$ cat src/rtl/pc_sequencer.sv
// pc_sequencer: fetch-stage controller owning the program counter.
// Sequences the instruction-memory req/ack handshake, holds on decode
// stalls and applies NextPC redirects. All PCs are 30-bit word addresses.
//
// Optional feature macro: PC_DELAY_SLOT_EN
//   undefined: a redirect squashes the in-flight fetch (o_flush) and costs
//              one bubble cycle in REDIRECT.
//   defined:   MIPS branch delay slot; the outstanding fetch issues
//              normally and the PC jumps to the latched target on that
//              issue edge, with no bubble and no flush.
//
// state    | meaning
// ---------+----------------------------------------------------------
// IDLE     | one cycle after reset release, no request
// FETCH    | o_imem_req high, waiting for ack at pc
// HOLD     | word fetched but decode stalled, request dropped
// REDIRECT | one bubble cycle after a redirect, pc already at target
module pc_sequencer #(
  parameter logic [29:0] RESET_PC = 30'h0000000
) (
  input  logic        i_clk,
  input  logic        i_rst,
  input  logic        i_stall,
  input  logic        i_imem_ack,
  input  logic        i_PCSrc,
  input  logic [29:0] i_target,
  output logic        o_imem_req,
  output logic [29:0] o_imem_addr,
  output logic [29:0] o_PC,
  output logic [29:0] o_PC_plus1,
  output logic        o_valid,
  output logic        o_flush
);

  typedef enum logic [1:0] {
    S_IDLE     = 2'd0,
    S_FETCH    = 2'd1,
    S_HOLD     = 2'd2,
    S_REDIRECT = 2'd3
  } state_t;

  state_t      state_q, state_d;
  logic [29:0] pc_q, pc_d;
  logic [29:0] pc_plus1;
  logic        issue;

`ifdef PC_DELAY_SLOT_EN
  logic        pend_q, pend_d;
  logic [29:0] pend_tgt_q, pend_tgt_d;
`endif

  // Incremented PC and "a fetched word can be handed to decode now"
  always_comb begin
    pc_plus1 = pc_q + 30'd1;
    issue    = ((state_q == S_FETCH) && i_imem_ack && !i_stall) ||
               ((state_q == S_HOLD) && !i_stall);
  end

  // State, PC and pending-redirect registers
  always_ff @(posedge i_clk or posedge i_rst) begin
    if (i_rst) begin
      state_q    <= S_IDLE;
      pc_q       <= RESET_PC;
`ifdef PC_DELAY_SLOT_EN
      pend_q     <= 1'b0;
      pend_tgt_q <= 30'd0;
`endif
    end else begin
      state_q    <= state_d;
      pc_q       <= pc_d;
`ifdef PC_DELAY_SLOT_EN
      pend_q     <= pend_d;
      pend_tgt_q <= pend_tgt_d;
`endif
    end
  end

  // Next state and next PC
  always_comb begin
    state_d = state_q;
    pc_d    = pc_q;
`ifdef PC_DELAY_SLOT_EN
    pend_d     = pend_q;
    pend_tgt_d = pend_tgt_q;
`endif
    case (state_q)
      S_IDLE: state_d = S_FETCH;
`ifdef PC_DELAY_SLOT_EN
      S_FETCH, S_HOLD: begin
        if (issue) begin
          // delay slot issues now; jump takes effect on this edge
          state_d = S_FETCH;
          pend_d  = 1'b0;
          if (i_PCSrc)     pc_d = i_target;
          else if (pend_q) pc_d = pend_tgt_q;
          else             pc_d = pc_plus1;
        end else begin
          if (i_PCSrc) begin
            pend_d     = 1'b1;
            pend_tgt_d = i_target;
          end
          if ((state_q == S_FETCH) && i_imem_ack) state_d = S_HOLD;
        end
      end
      S_REDIRECT: begin
        if (i_PCSrc) pc_d    = i_target;
        else         state_d = S_FETCH;
      end
`else
      default: begin
        // redirect wins over ack and stall; a concurrent ack is dropped
        if (i_PCSrc) begin
          pc_d    = i_target;
          state_d = S_REDIRECT;
        end else if (issue) begin
          pc_d    = pc_plus1;
          state_d = S_FETCH;
        end else if (state_q == S_REDIRECT) begin
          state_d = S_FETCH;
        end else if ((state_q == S_FETCH) && i_imem_ack) begin
          state_d = S_HOLD;
        end
      end
`endif
    endcase
  end

  // Outputs decoded from state and current inputs
  always_comb begin
    o_imem_req  = (state_q == S_FETCH);
    o_imem_addr = pc_q;
    o_PC        = pc_q;
    o_PC_plus1  = pc_plus1;
`ifdef PC_DELAY_SLOT_EN
    o_valid     = issue;
    o_flush     = (state_q == S_REDIRECT) && i_PCSrc;
`else
    o_valid     = issue && !i_PCSrc;
    o_flush     = i_PCSrc && (state_q != S_IDLE);
`endif
  end

endmodule

$ cat config.mk
export PLATFORM = sky130hd
export DESIGN_NAME = pc_sequencer
export DESIGN_NICKNAME = d
export VERILOG_FILES = /design/src/rtl/pc_sequencer.sv
export SDC_FILE = /design/constraint.sdc
export NUM_CORES = 1
export LEC_CHECK = 0
export ABC_AREA = 1
export BUFFER_PORTS_ARGS = -buffer_cell sky130_fd_sc_hd__buf_2
export CORE_UTILIZATION = 49
export CTS_BUF_LIST = sky130_fd_sc_hd__clkbuf_8
export DETAILED_ROUTE_END_ITERATION = 7
export HOLD_SLACK_MARGIN = 0.06
export PLACE_DENSITY = 0.83
export SLEW_MARGIN = 15
export SYNTH_ARGS = -nofsm -noshare
export SYNTH_HDL_FRONTEND = slang
export SYNTH_SLANG_ARGS = --single-unit
$ cat constraint.sdc
create_clock -name i_clk -period 2.2 [get_ports i_clk]
set_clock_uncertainty 0.1 [all_clocks]
set_input_delay 0.44 -clock i_clk [delete_from_list [all_inputs] [get_ports i_clk]]
set_output_delay 0.44 -clock i_clk [all_outputs]
set_load 0.02 [all_outputs]
---- Yosys cells after proc, flatten, opt, wreduce, memory -nomap -nowiden ----
Index checks and enable logic that the tools add are counted.
word-level totals
  input port bits ......................... 35
  register bits after elaboration ......... 32
  output and inout bits ................... 93
operators by class
  multiplexer cells ....................... 7
  eq/ne operators ......................... 3
  reductions and logical operators ........ 13
  $add $sub $neg .......................... 1
  bitwise logic cells ..................... 1
operator list
  operator               number
  $mux 30                2
  $add 30x1->30 const B  1
  $mux 2                 5
  $logic_and 1x1->1      5
  $reduce_bool 5->1      1
  $eq 2x2->1 const B     2
  $reduce_bool 2->1      2
  $eq 2x1->1 const B     1
  $logic_not 1->1        2
  $logic_not 2->1        1
  $reduce_and 2->1       1
  $logic_or 1x1->1       1
  $not 1->1              1

---- Depth between registers and ports, before layout ----
Gate-level depths: netlist of the first run.
  depth in word-level cells ............... 7
  depth in mapped cells ................... 10
  depth with buffers taken out ............ 10

---- Worst setup path before layout of the first run ----
Ideal clock, no wire load.
  kind .................................... reg2out
  from .................................... reg pc_q[1] (netlist: o_PC[1])
  to ...................................... out o_PC_plus1[22]
  path buffers ............................ 0
  data required time ...................... 1.660 ns
  cell stages (with the launch flop) ...... 8
  data arrival time ....................... 1.503 ns
  setup slack ............................. 0.157 ns
  cell sequence ........................... dfrtp_1 > ha_1 > nand2_1 > nor2_2 > nand2_1 > nor2_1 > nand3_1 > nand2_1
between the ends
  longest elaborated chain between the ends .. 1
ends and longest elaborated chain
  what                      RTL line  source
  start: declaration        43        logic [29:0] pc_q, pc_d;
  start signal: assignment  70        pc_q <= pc_d;
  $add 30x1->30             54        pc_plus1 = pc_q + 30'd1;
  end: declaration          30        output logic [29:0] o_PC_plus1,
No other way between the ends.

---- Final worst setup path of the first run ----
  from .................................... reg pc_q[1] (netlist: o_PC[1])
  to ...................................... out o_PC_plus1[6]
Same word-level chain as after synthesis.

==> flow_metrics.tcl, run 1 <==
set metrics [dict create \
    status "complete, but fails checks" \
    violations "setup timing" \
    setup_viol 14 \
    drc_errors 0 \
    dpl.hpwl_mm 5.47 \
    rows 26 \
    die-area_mm2 0.00595 \
    pwr-share-comb 0.485 \
    clock_path_buffers 2 \
    synth.area.top_cells "dfrtp_1 29%, nand2_1 23%, nor2_1 11%" \
    core_mm2 0.00527 \
    peakVddDrop_mv 0.346 \
    syn_area_per_cell_um2 6.04 \
    postLayoutSetupSlackWorst_ps -64.1 \
    layout-drive-gt1-share 0.383 \
    power.leakage_nw 1.99 \
    nFillCells 454 \
    clockRootBuffer "clkbuf_8" \
    overflow 0 \
    cpPeakStageDelay_ps 400 \
    clk_pin_slew_ps 70 \
    antenna_found_initial 0 \
    ys_seq_area_frac 0.289 \
    multi_input_area_mm2 0.00164 \
    yosysTopAreaCellShare 0.289 \
    first_iter_violations 264 \
    ant_nets 0 \
    setup_tns_ps -506 \
    syn2layout_area_growth_pct 34.1 \
    yosysWarnings 0 \
    worstHoldPathType "input port to asynchronous set/reset pin" \
    antennaDiodeCount 0 \
    cts_tree "yes" \
    viasPerCell 5.11 \
    slowest_stage "dfrtp_1" \
    wl_met2_mm 4.02 \
    ctsHoldBuffers 0 \
    place_inst 619 \
    worst_pin_slew_ps 603 \
    crit_type "flip-flop to output port" \
    p_clk_frac 0.220 \
    p_per_area_mw_per_mm2 776 \
    grt_first_pass_wirelength_mm 12.7 \
    async_flop_share 1.00 \
    die_h_um 77.1 \
    gp_congestion 0.874 \
    die_w_um 77.1 \
    num_vias 3294 \
    m1WireLength_mm 3.54 \
    ios 128 \
    numPortBuffers 127 \
    cp-start-kind "flip-flop" \
    p_int_mw 1.60 \
    crit_required_ps 1660 \
    sw_frac_of_total 0.446 \
    finalMaxSlewViolations 0 \
    arrival_ps 1720 \
    synthCells 458 \
    whs_ps 120 \
    wl_mm 8.37 \
    hold_viol_final 0 \
    ys_ff_latch 32 \
    maxSlewHeadroom 0.597 \
    sequentialPowerShare 0.295 \
    initial_utilization 0.525 \
    cts_buffers 5 \
    path_cells "ha_2, buf_4, buf_4, nand3_1, nor2_1, xnor2_1, inv_1, buf_2" \
    cts.sinks 32 \
    cpMostUsedCell "buf_4" \
    synth_ff_type "dfrtp_1" \
    track_usage 0.265 \
    cp-end-kind "output port" \
    period_share 1.03 \
    period_minus_slack_ps 2260 \
    top_layer "met4" \
    fmax_mhz 442 \
    seq_area_um2 823 \
    wl_met3_um 570 \
    grt_pass1_vias 2791 \
    final_cell_area_mm2 0.00371 \
    cap_viol_max_count 0 \
    worstPathMaxFanout 2 \
    fin_nets 609 \
    synth_top_area_cell "dfrtp_1" \
    fin_cells 644 \
    clk_latency_ps 290 \
    rsz0062_at_grt "true" \
    synth_edf_count 0 \
    drt_pass1_iterations 5 \
    h-tree-depth 2 \
    grt_start_max_net_pins 50 \
    synth.distinct_cells 25 \
    drt-wirelength-per-cell_um 13.0 \
    p_sw_mw 1.28 \
    final_core_util 0.704 \
    synth.net_count 494 \
    dpl_cell_area_mm2 0.00324 \
    netlist_area_mm2 0.00277 \
]
[placed cells by master (no fill, tap or decap)]
cell       Yosys  final
dfrtp_2        0     18
o21ai_0       17     15
nand2_2        0     14
buf_6          2     10
a21o_1         1      1
inv_1         38     37
nor2_1        80     72
nand3b_1       2      2
nor2_4         4     14
a21boi_0       1      1
o21a_1         1      1
and2_1         3      3
buf_4         31     30
xor2_1         4      4
nand3_1       30     29
nand2_4        2      2
o21ai_1        9     10
xnor2_1        3      3
a21oi_1        2      2
o211ai_1       3      3
dfrtp_1       32     14
bufinv_16      0      1
ha_2           0      1
nor2_2        11     10
clkbuf_8       0      7
o21ai_2        0      1
nand2_1      171    157
buf_2          7    109
inv_2          1      2
nand3_2        0      1
[area by class of cell]
type	count	share of cell area
Inverter	39	0.0394
Clock inverter	1	0.00809
Timing Repair Buffer	149	0.238
Clock buffer	7	0.0260
Sequential cell	32	0.222
Multi-Input combinational cell	346	0.443
Tap cell	70	0.0236
[path summary, 6_finish.rpt]
check / startpoint / slack [ps] / cells past startpoint / endpoint
worst max register to register: state_q[1] / 260 / 7 / o_PC[24]
worst min-delay path: i_rst / 120 / 3 / o_PC[21]
worst min register to register: o_PC[29] / 450 / 2 / o_PC[29]
max in group asynchronous: i_rst / 1550 / 3 / o_PC[20]
min in group i_clk: i_target[6] / 280 / 3 / o_PC[6]
worst max-delay path: o_PC[1] / -60 / 8 / o_PC_plus1[6]
[logic make-up (layout without fill, tap and decap cells)]
group | Yosys count | in the layout | synth area share
AOI/OAI and AO/OA | 34 | 34 | 0.0669
DFF | 32 | 32 | 0.289
and+or+nand+nor | 303 | 304 | 0.456
xor gates and xnor gates | 7 | 7 | 0.0222
buffers and inverters | 81 | 196 | 0.161
adders and majority gates | 1 | 1 | 0.00452
[worst max-delay path, delay by kind of cell, from the launching register on]
family | cells | cell delay [ps]
buffers and inverters | 4 | 480
flip-flops | 1 | 400
adder cells (fa/ha/maj) | 1 | 190
AND/OR/NAND/NOR | 2 | 190
XOR/XNOR | 1 | 190
[power groups by stage]
| stage | Sequential (mW) | Clock (mW) | Combinational [mW] |
|---|---|---|---|
| after global placement | 0.843 | 0 | 1.19 |
| after global routing | 0.867 | 0.669 | 1.50 |
| after floorplan | 0.945 | 0 | 0.806 |
| final | 0.850 | 0.635 | 1.40 |
| after detailed placement | 0.850 | 0 | 1.20 |
| after CTS | 0.844 | 0.639 | 1.28 |
[synth_stat cells, types with 2 or more instances]
cell type    n
xnor2_1      3
clkbuf_1     2
inv_1       38
a21oi_1      2
nor2_1      80
nor2_2      11
buf_6        2
o21ai_1      9
nand2_1    171
xor2_1       4
nand3_1     30
buf_4       31
o211ai_1     3
o21ai_0     17
nand3b_1     2
nor2_4       4
buf_2        7
dfrtp_1     32
nand2_4      2
and2_1       3
[state kept, by name, indices dropped and copies added (netlist names)]
register	cells
o_PC	30
state_q	2
[layer usage]
layer  global-route usage  vias up
li1                     -     1604
met1                0.338     1501
met5                    0        -
met3               0.0524       31
met2                0.435      158
met4                0.111        0
[metrics by stage]
stage	worst slack (ps)	power (mW)
finish	-64.1	2.88
global placement	171	2.03
detailed placement	137	2.05
floorplan	157	1.75
CTS	-45.1	2.77
global route	-192	3.04
[repair_timing]
item,in CTS,in global routing
cloned,0,1
pin swaps,7,13
endpoints found under the setup margin,21,35
setup buffers,5,11
resized for setup,40,43
Note: power is estimated with default switching activity, not from simulation.
==> inputs of run 2 (changes only) <==
- ABC_AREA: 1 -> not set
- CORE_UTILIZATION: 49 -> 48
==> run 2 against run 1 <==
Effect of this change:
- the run still ends with setup timing left
- count of clock-buffer cells in the layout fell by 1
- global-route usage rose by 9.4 points
- area after synthesis is 7.7% lower
- cell count is 15% lower
- combinational power increased by 11%
- die area decreased by 5.7%
- largest power group unchanged
==> flow_metrics.tcl, run 2 <==
set metrics [dict create \
    period_share 1.20 \
    synthSimpleGateAreaFrac 0.250 \
    worst_pin_slew_ps 550 \
    syn_area_per_cell_um2 8.13 \
    cts_tree "yes" \
    power.leakage_nw 1.99 \
    synth_top_area_cell "dfrtp_1" \
    h-tree-depth 2 \
    ys_seq_area_frac 0.314 \
    yosysWarnings 0 \
    wl_mm 11.3 \
    synth.area.top_cells "dfrtp_1 31%, buf_4 9.1%, xnor2_1 6.9%" \
    ios 128 \
    layout-drive-gt1-share 0.581 \
    cp-start-kind "flip-flop" \
    largest_reg_flops 30 \
    first_iter_violations 353 \
    ys_ff_latch 32 \
    dpl_cell_area_mm2 0.00357 \
    crit_required_ps 1660 \
    p_per_area_mw_per_mm2 681 \
    hold_viol_final 0 \
    met2_usage 0.615 \
    rows 26 \
    grt_pass1_vias 3001 \
    path_cells "nand4_4, buf_6, nor4_4, buf_4, nand4_1, xnor2_2, buf_4" \
    yosysTopAreaCellShare 0.314 \
    synth_ff_type "dfrtp_1" \
    synth.area.mux_share 0.00392 \
    initial_utilization 0.500 \
    crit_type "flip-flop to output port" \
    rsz0062_at_grt "true" \
    layout_common_cells "103 x buf_2, 84 x buf_4, 23 x nand2_1, 21 x o21ai_0, 19 x a21oi_1" \
    cts_buffers 5 \
    maxSlewHeadroom 0.633 \
    numPortBuffers 127 \
    finalMaxSlewViolations 0 \
    peakVddDrop_mv 0.469 \
    clk_latency_ps 290 \
    cpPeakStageDelay_ps 400 \
    postLayoutSetupSlackWorst_ps -447 \
    die_h_um 74.9 \
    ant_nets 0 \
    grt_busiest_layer "met2" \
    gp_congestion 0.820 \
    synth.most_common_cell "dfrtp_1" \
    synth.net_count 350 \
    fin_nets 510 \
    crit_buf_inv 3 \
    clockRootBuffer "clkbuf_8" \
    violations "setup timing" \
    cap_viol_max_count 0 \
    synth.distinct_cells 47 \
    drt_pass1_iterations 6 \
    synthXorXnorAreaFrac 0.0961 \
    num_vias 3470 \
    die-area_mm2 0.00561 \
    use_met3 0.0817 \
    final_cell_area_mm2 0.00415 \
    ys_top_cells_by_count "32 x dfrtp_1, 31 x buf_4, 28 x nand2_1" \
    drc_errors 0 \
    overflow 0 \
    cp-end-kind "output port" \
    grt_first_pass_wirelength_mm 14.8 \
    slowest_stage "dfrtp_2" \
    clk_pin_slew_ps 70 \
    core_mm2 0.00511 \
    period_minus_slack_ps 2650 \
    clock_path_buffers 2 \
    nFillCells 298 \
    layout_commonest_cell "buf_2" \
    die_w_um 74.9 \
    synth_top_family_by_area "simple AND/OR/NAND/NOR gates" \
    antennaDiodeCount 0 \
    viasPerCell 6.37 \
    netlist_area_mm2 0.00255 \
    cts.sinks 32 \
    synth_fa_ha_area_frac 0.00490 \
    antenna_found_initial 0 \
    synth_compound_area_frac 0.205 \
    met1_usage 0.422 \
    async_flop_share 1.00 \
    worstPathMaxFanout 6 \
    cp_top_family "simple AND/OR/NAND/NOR gates" \
    arrival_ps 2110 \
    synth_edf_count 0 \
    track_usage 0.360 \
    worstHoldPathType "input port to asynchronous set/reset pin" \
    synthCells 314 \
    dpl.hpwl_mm 6.04 \
    setup_viol 26 \
    pre_cts_ws_ps -25.4 \
    ctsHoldBuffers 0 \
    whs_ps 145 \
    grt_start_max_net_pins 41 \
    fmax_mhz 378 \
    syn2layout_area_growth_pct 62.6 \
    status "complete, but fails checks" \
    cpMostUsedCell "buf_4" \
    drt-wirelength-per-cell_um 20.8 \
]
## run 2: changes by cell type after synthesis, sizes merged, moves of 7 or more
cell,before,now
xnor2,3,20
a21oi,2,19
a22oi,0,7
nor3,0,8
nand4,0,9
clkbuf,2,13
nor2,95,19
nand2,173,28
inv,39,4
nand3,30,21
o22ai,0,8
## run 2: repair_timing
action                     4_1_cts  5_1_grt
pin swaps                       15       10
gates resized for setup         54       23
setup buffers                   14       10
setup endpoints to repair       25       25
## run 2: kinds of logic (layout without fill, tap and decap cells)
logic type	count (synthesis)	count (layout)
adders and majority gates	1	1
AOI/OAI and AO/OA	82	82
buffers and inverters	54	215
and+or+nand+nor	116	116
xor gates and xnor gates	28	28
DFF	32	32
muxes	1	1
## run 2: power breakdown
part / total [mW] / leakage (nW) / internal [mW] / switching [mW]
clock: 0.483 / 0.0538 / 0.246 / 0.236
sequential: 0.788 / 0.353 / 0.686 / 0.102
combinational: 1.56 / 1.58 / 0.605 / 0.952
total: 2.83 / 1.99 / 1.54 / 1.29
## run 2: worst paths after layout
path                       startpoint             end  slack [ps]  cells after the start
min                             i_rst         o_PC[1]         140                      3
max reg2reg                   o_PC[9]        o_PC[23]         -10                      9
min reg2reg                  o_PC[25]        o_PC[25]         600                      2
min in group i_clk            i_stall      state_q[0]         270                      2
max                           o_PC[8]  o_PC_plus1[26]        -450                      7
max in group asynchronous       i_rst         o_PC[6]        1500                      3
## run 2: per-layer routing
metal,wire length [um],up-vias,share of wire
met4,840,0,0.074
li1,-,1435,-
met2,5250,328,0.46
met1,4060,1619,0.36
met3,1200,88,0.11
met5,0,-,0
## run 2: worst reg2reg max path, stage by stage (launching register included)
cell,delay (ps)
dfrtp_2,380
nand2_2,90
buf_6,150
nor4_4,340
buf_4,230
buf_12,130
buf_4,120
a41oi_1,90
o21ai_0,270
o311ai_0,180
## run 2: area by class of cell
class	count	area [um2]	area share
repair buffers	202	1340	0.322
clock buffers	6	82.6	0.0199
inverters	5	18.8	0.00452
well taps	70	87.6	0.0211
multi-input cells	228	1800	0.433
clock inverters	2	7.51	0.00181
flip-flops and latches	32	820	0.197
## run 2: stage by stage
| step | total power [mW] | TNS [ps] | utilization | instances |
|---|---|---|---|---|
| 2_1_floorplan | 1.74 | -953 | - | 314 |
| 3_3_place_gp | 2.12 | -5.02 | 0.699 | 513 |
| 3_5_place_dp | 2.15 | -72.4 | 0.699 | 513 |
| 4_1_cts | 2.70 | -3660 | 0.780 | 535 |
| 5_1_grt | 2.95 | -8150 | 0.813 | 545 |
| 6_report | 2.83 | -6620 | 0.813 | 545 |
==> inputs of run 3 (changes only) <==
- CELL_PAD_IN_SITES_DETAIL_PLACEMENT: not set -> 0
- CELL_PAD_IN_SITES_GLOBAL_PLACEMENT: not set -> 1
- CORE_UTILIZATION: 48 -> 33
- PLACE_DENSITY: 0.83 -> not set
- PLACE_DENSITY_LB_ADDON: not set -> 0.1
==> run 3 against run 2 <==
Effect of this change:
- maximum frequency up 4.7%
- die area up 44%
- cell count up 4.8%
- register-to-register slack better by 60 ps
- highest routed layer unchanged
- total power down 2.1%
- hold slack worse by 5.5 ps
- sequential share of layout area up 0.11 points
- first-iteration DRC count down 64%
- clock power up 7.0%
- the flow still finishes with violations (setup timing)
- count of clock-buffer cells in the layout up 1
- core utilization down 25 points
- routed wire length down 23%
==> flow_metrics.tcl, run 3 (synthesis gave the netlist of run 2 again) <==
set metrics [dict create \
    status "complete, but fails checks" \
    violations "setup timing" \
    viasPerCell 5.10 \
    p_sw_mw 1.20 \
    drt_pass1_iterations 4 \
    setup_viol 23 \
    clk_latency_ps 290 \
    reg2reg_depth 9 \
    antenna_found_initial 0 \
    grt_pass1_vias 2733 \
    cts_tree "yes" \
    met1_usage 0.306 \
    dpl.hpwl_mm 6.19 \
    worst_pin_slew_ps 450 \
    gp_congestion 0.804 \
    finalMaxSlewViolations 0 \
    wl_mm 8.77 \
    initial_utilization 0.346 \
    drt-wirelength-per-cell_um 15.4 \
    worstPathMaxFanout 4 \
    clk_pin_slew_ps 70 \
    overflow 0 \
    die_w_um 89.9 \
    arrival_ps 1990 \
    num_vias 2910 \
    pre_cts_ws_ps -39.0 \
    track_usage 0.217 \
    syn2layout_area_growth_pct 61.7 \
    h-tree-depth 2 \
    reg2reg_slack_ps 50 \
    postLayoutSetupSlackWorst_ps -328 \
    rr_startpoint "o_PC[1]" \
    layout_commonest_cell "buf_2" \
    cts_buffers 5 \
    p_int_mw 1.57 \
    layout-drive-gt1-share 0.570 \
    worstHoldPathType "input port to asynchronous set/reset pin" \
    cts.sinks 32 \
    hold_viol_final 0 \
    crit_required_ps 1660 \
    power.leakage_nw 1.96 \
    crit_type "flip-flop to output port" \
    layout_common_cells "105 x buf_2, 80 x buf_4, 24 x nand2_1, 21 x o21ai_0, 19 x a21oi_1" \
    maxSlewHeadroom 0.700 \
    ios 128 \
    fmax_mhz 396 \
    grt_first_pass_wirelength_mm 14.0 \
    p_clk_frac 0.187 \
    die_h_um 89.9 \
    cp-start-kind "flip-flop" \
    nFillCells 711 \
    dpl_cell_area_mm2 0.00364 \
    ant_nets 0 \
    final_cell_area_mm2 0.00413 \
    total_power_mw 2.77 \
    period_minus_slack_ps 2530 \
    cp-end-kind "output port" \
    numPortBuffers 127 \
    cap_viol_max_count 0 \
    clock_path_buffers 2 \
    peakVddDrop_mv 0.403 \
    antennaDiodeCount 0 \
    met2_usage 0.339 \
    die-area_mm2 0.00809 \
    grt_busiest_layer "met2" \
    sequentialPowerShare 0.282 \
    period_share 1.15 \
    largest_reg_flops 30 \
    first_iter_violations 126 \
    pwr-share-comb 0.531 \
    final_core_util 0.560 \
    rsz0062_at_grt "true" \
    ctsHoldBuffers 0 \
    core_mm2 0.00737 \
    use_met3 0.0381 \
    fin_nets 507 \
    sw_frac_of_total 0.433 \
    r2r-end "o_PC[22]" \
    grt_start_max_net_pins 33 \
    rows 31 \
    drc_errors 0 \
    clockRootBuffer "clkbuf_8" \
    p_per_area_mw_per_mm2 671 \
]
run 3: changes by cell type in the layout (fill, tap and decap cells not counted), sizes merged:
cell / previous run / this run
buf: 202 / 199
clkbuf: 6 / 7
inv: 6 / 5
run 3: critical path, cell delays in order, from the launching register on:
cell and delay (ps):
dfrtp_2 410, nand3_4 80, or4_4 510, or3_4 390
xnor2_4 170, buf_6 130
run 3: final cells by class:
cell class              instances  area, um2  share of cell area
well taps                      99        124              0.0300
flip-flops and latches         32        820               0.199
repair buffers                199       1290               0.312
inverters                       5       18.8             0.00455
clock inverters                 1       3.75            0.000909
multi-input cells             228       1780               0.431
clock buffers                   7       96.3              0.0233
run 3: worst max-delay path by stage:
stage	start	end	slack, ps	cells after the start
after floorplan	o_PC[2]	o_PC_plus1[21]	-230	6
after global placement	o_PC[10]	o_PC_plus1[21]	-10	5
after detailed placement	o_PC[1]	o_PC_plus1[27]	-40	6
after CTS	o_PC[1]	o_PC_plus1[21]	-340	5
after global routing	o_PC[1]	o_PC_plus1[21]	-390	5
final	o_PC[1]	o_PC_plus1[21]	-330	5
run 3: layer usage:
metal	vias to the layer above	share of wire
li1	1432	-
met1	1367	0.49
met2	103	0.45
met3	8	0.051
met4	0	0.011
met5	-	0
run 3: timing repair:
action                     in CTS  in global routing
pin swaps                      11                  7
gates resized for setup        48                 21
setup endpoints to repair      24                 24
setup buffers                  12                  4
run 3: through the flow:
step                      setup TNS, ps  instances  hold WS, ps
after floorplan                    -953        314          408
after global placement            -24.5        547          466
after detailed placement           -110        547          472
after CTS                         -4610        567          155
after global routing              -6260        571          182
final                             -3990        571          139
run 3: power by group through the flow:
stage / Clock [mW] / Sequential (mW) / Combinational [mW]
floorplan: 0 / 0.964 / 0.779
global placement: 0 / 0.782 / 1.37
detailed placement: 0 / 0.785 / 1.37
CTS: 0.528 / 0.775 / 1.44
global route: 0.557 / 0.794 / 1.57
finish: 0.517 / 0.780 / 1.47
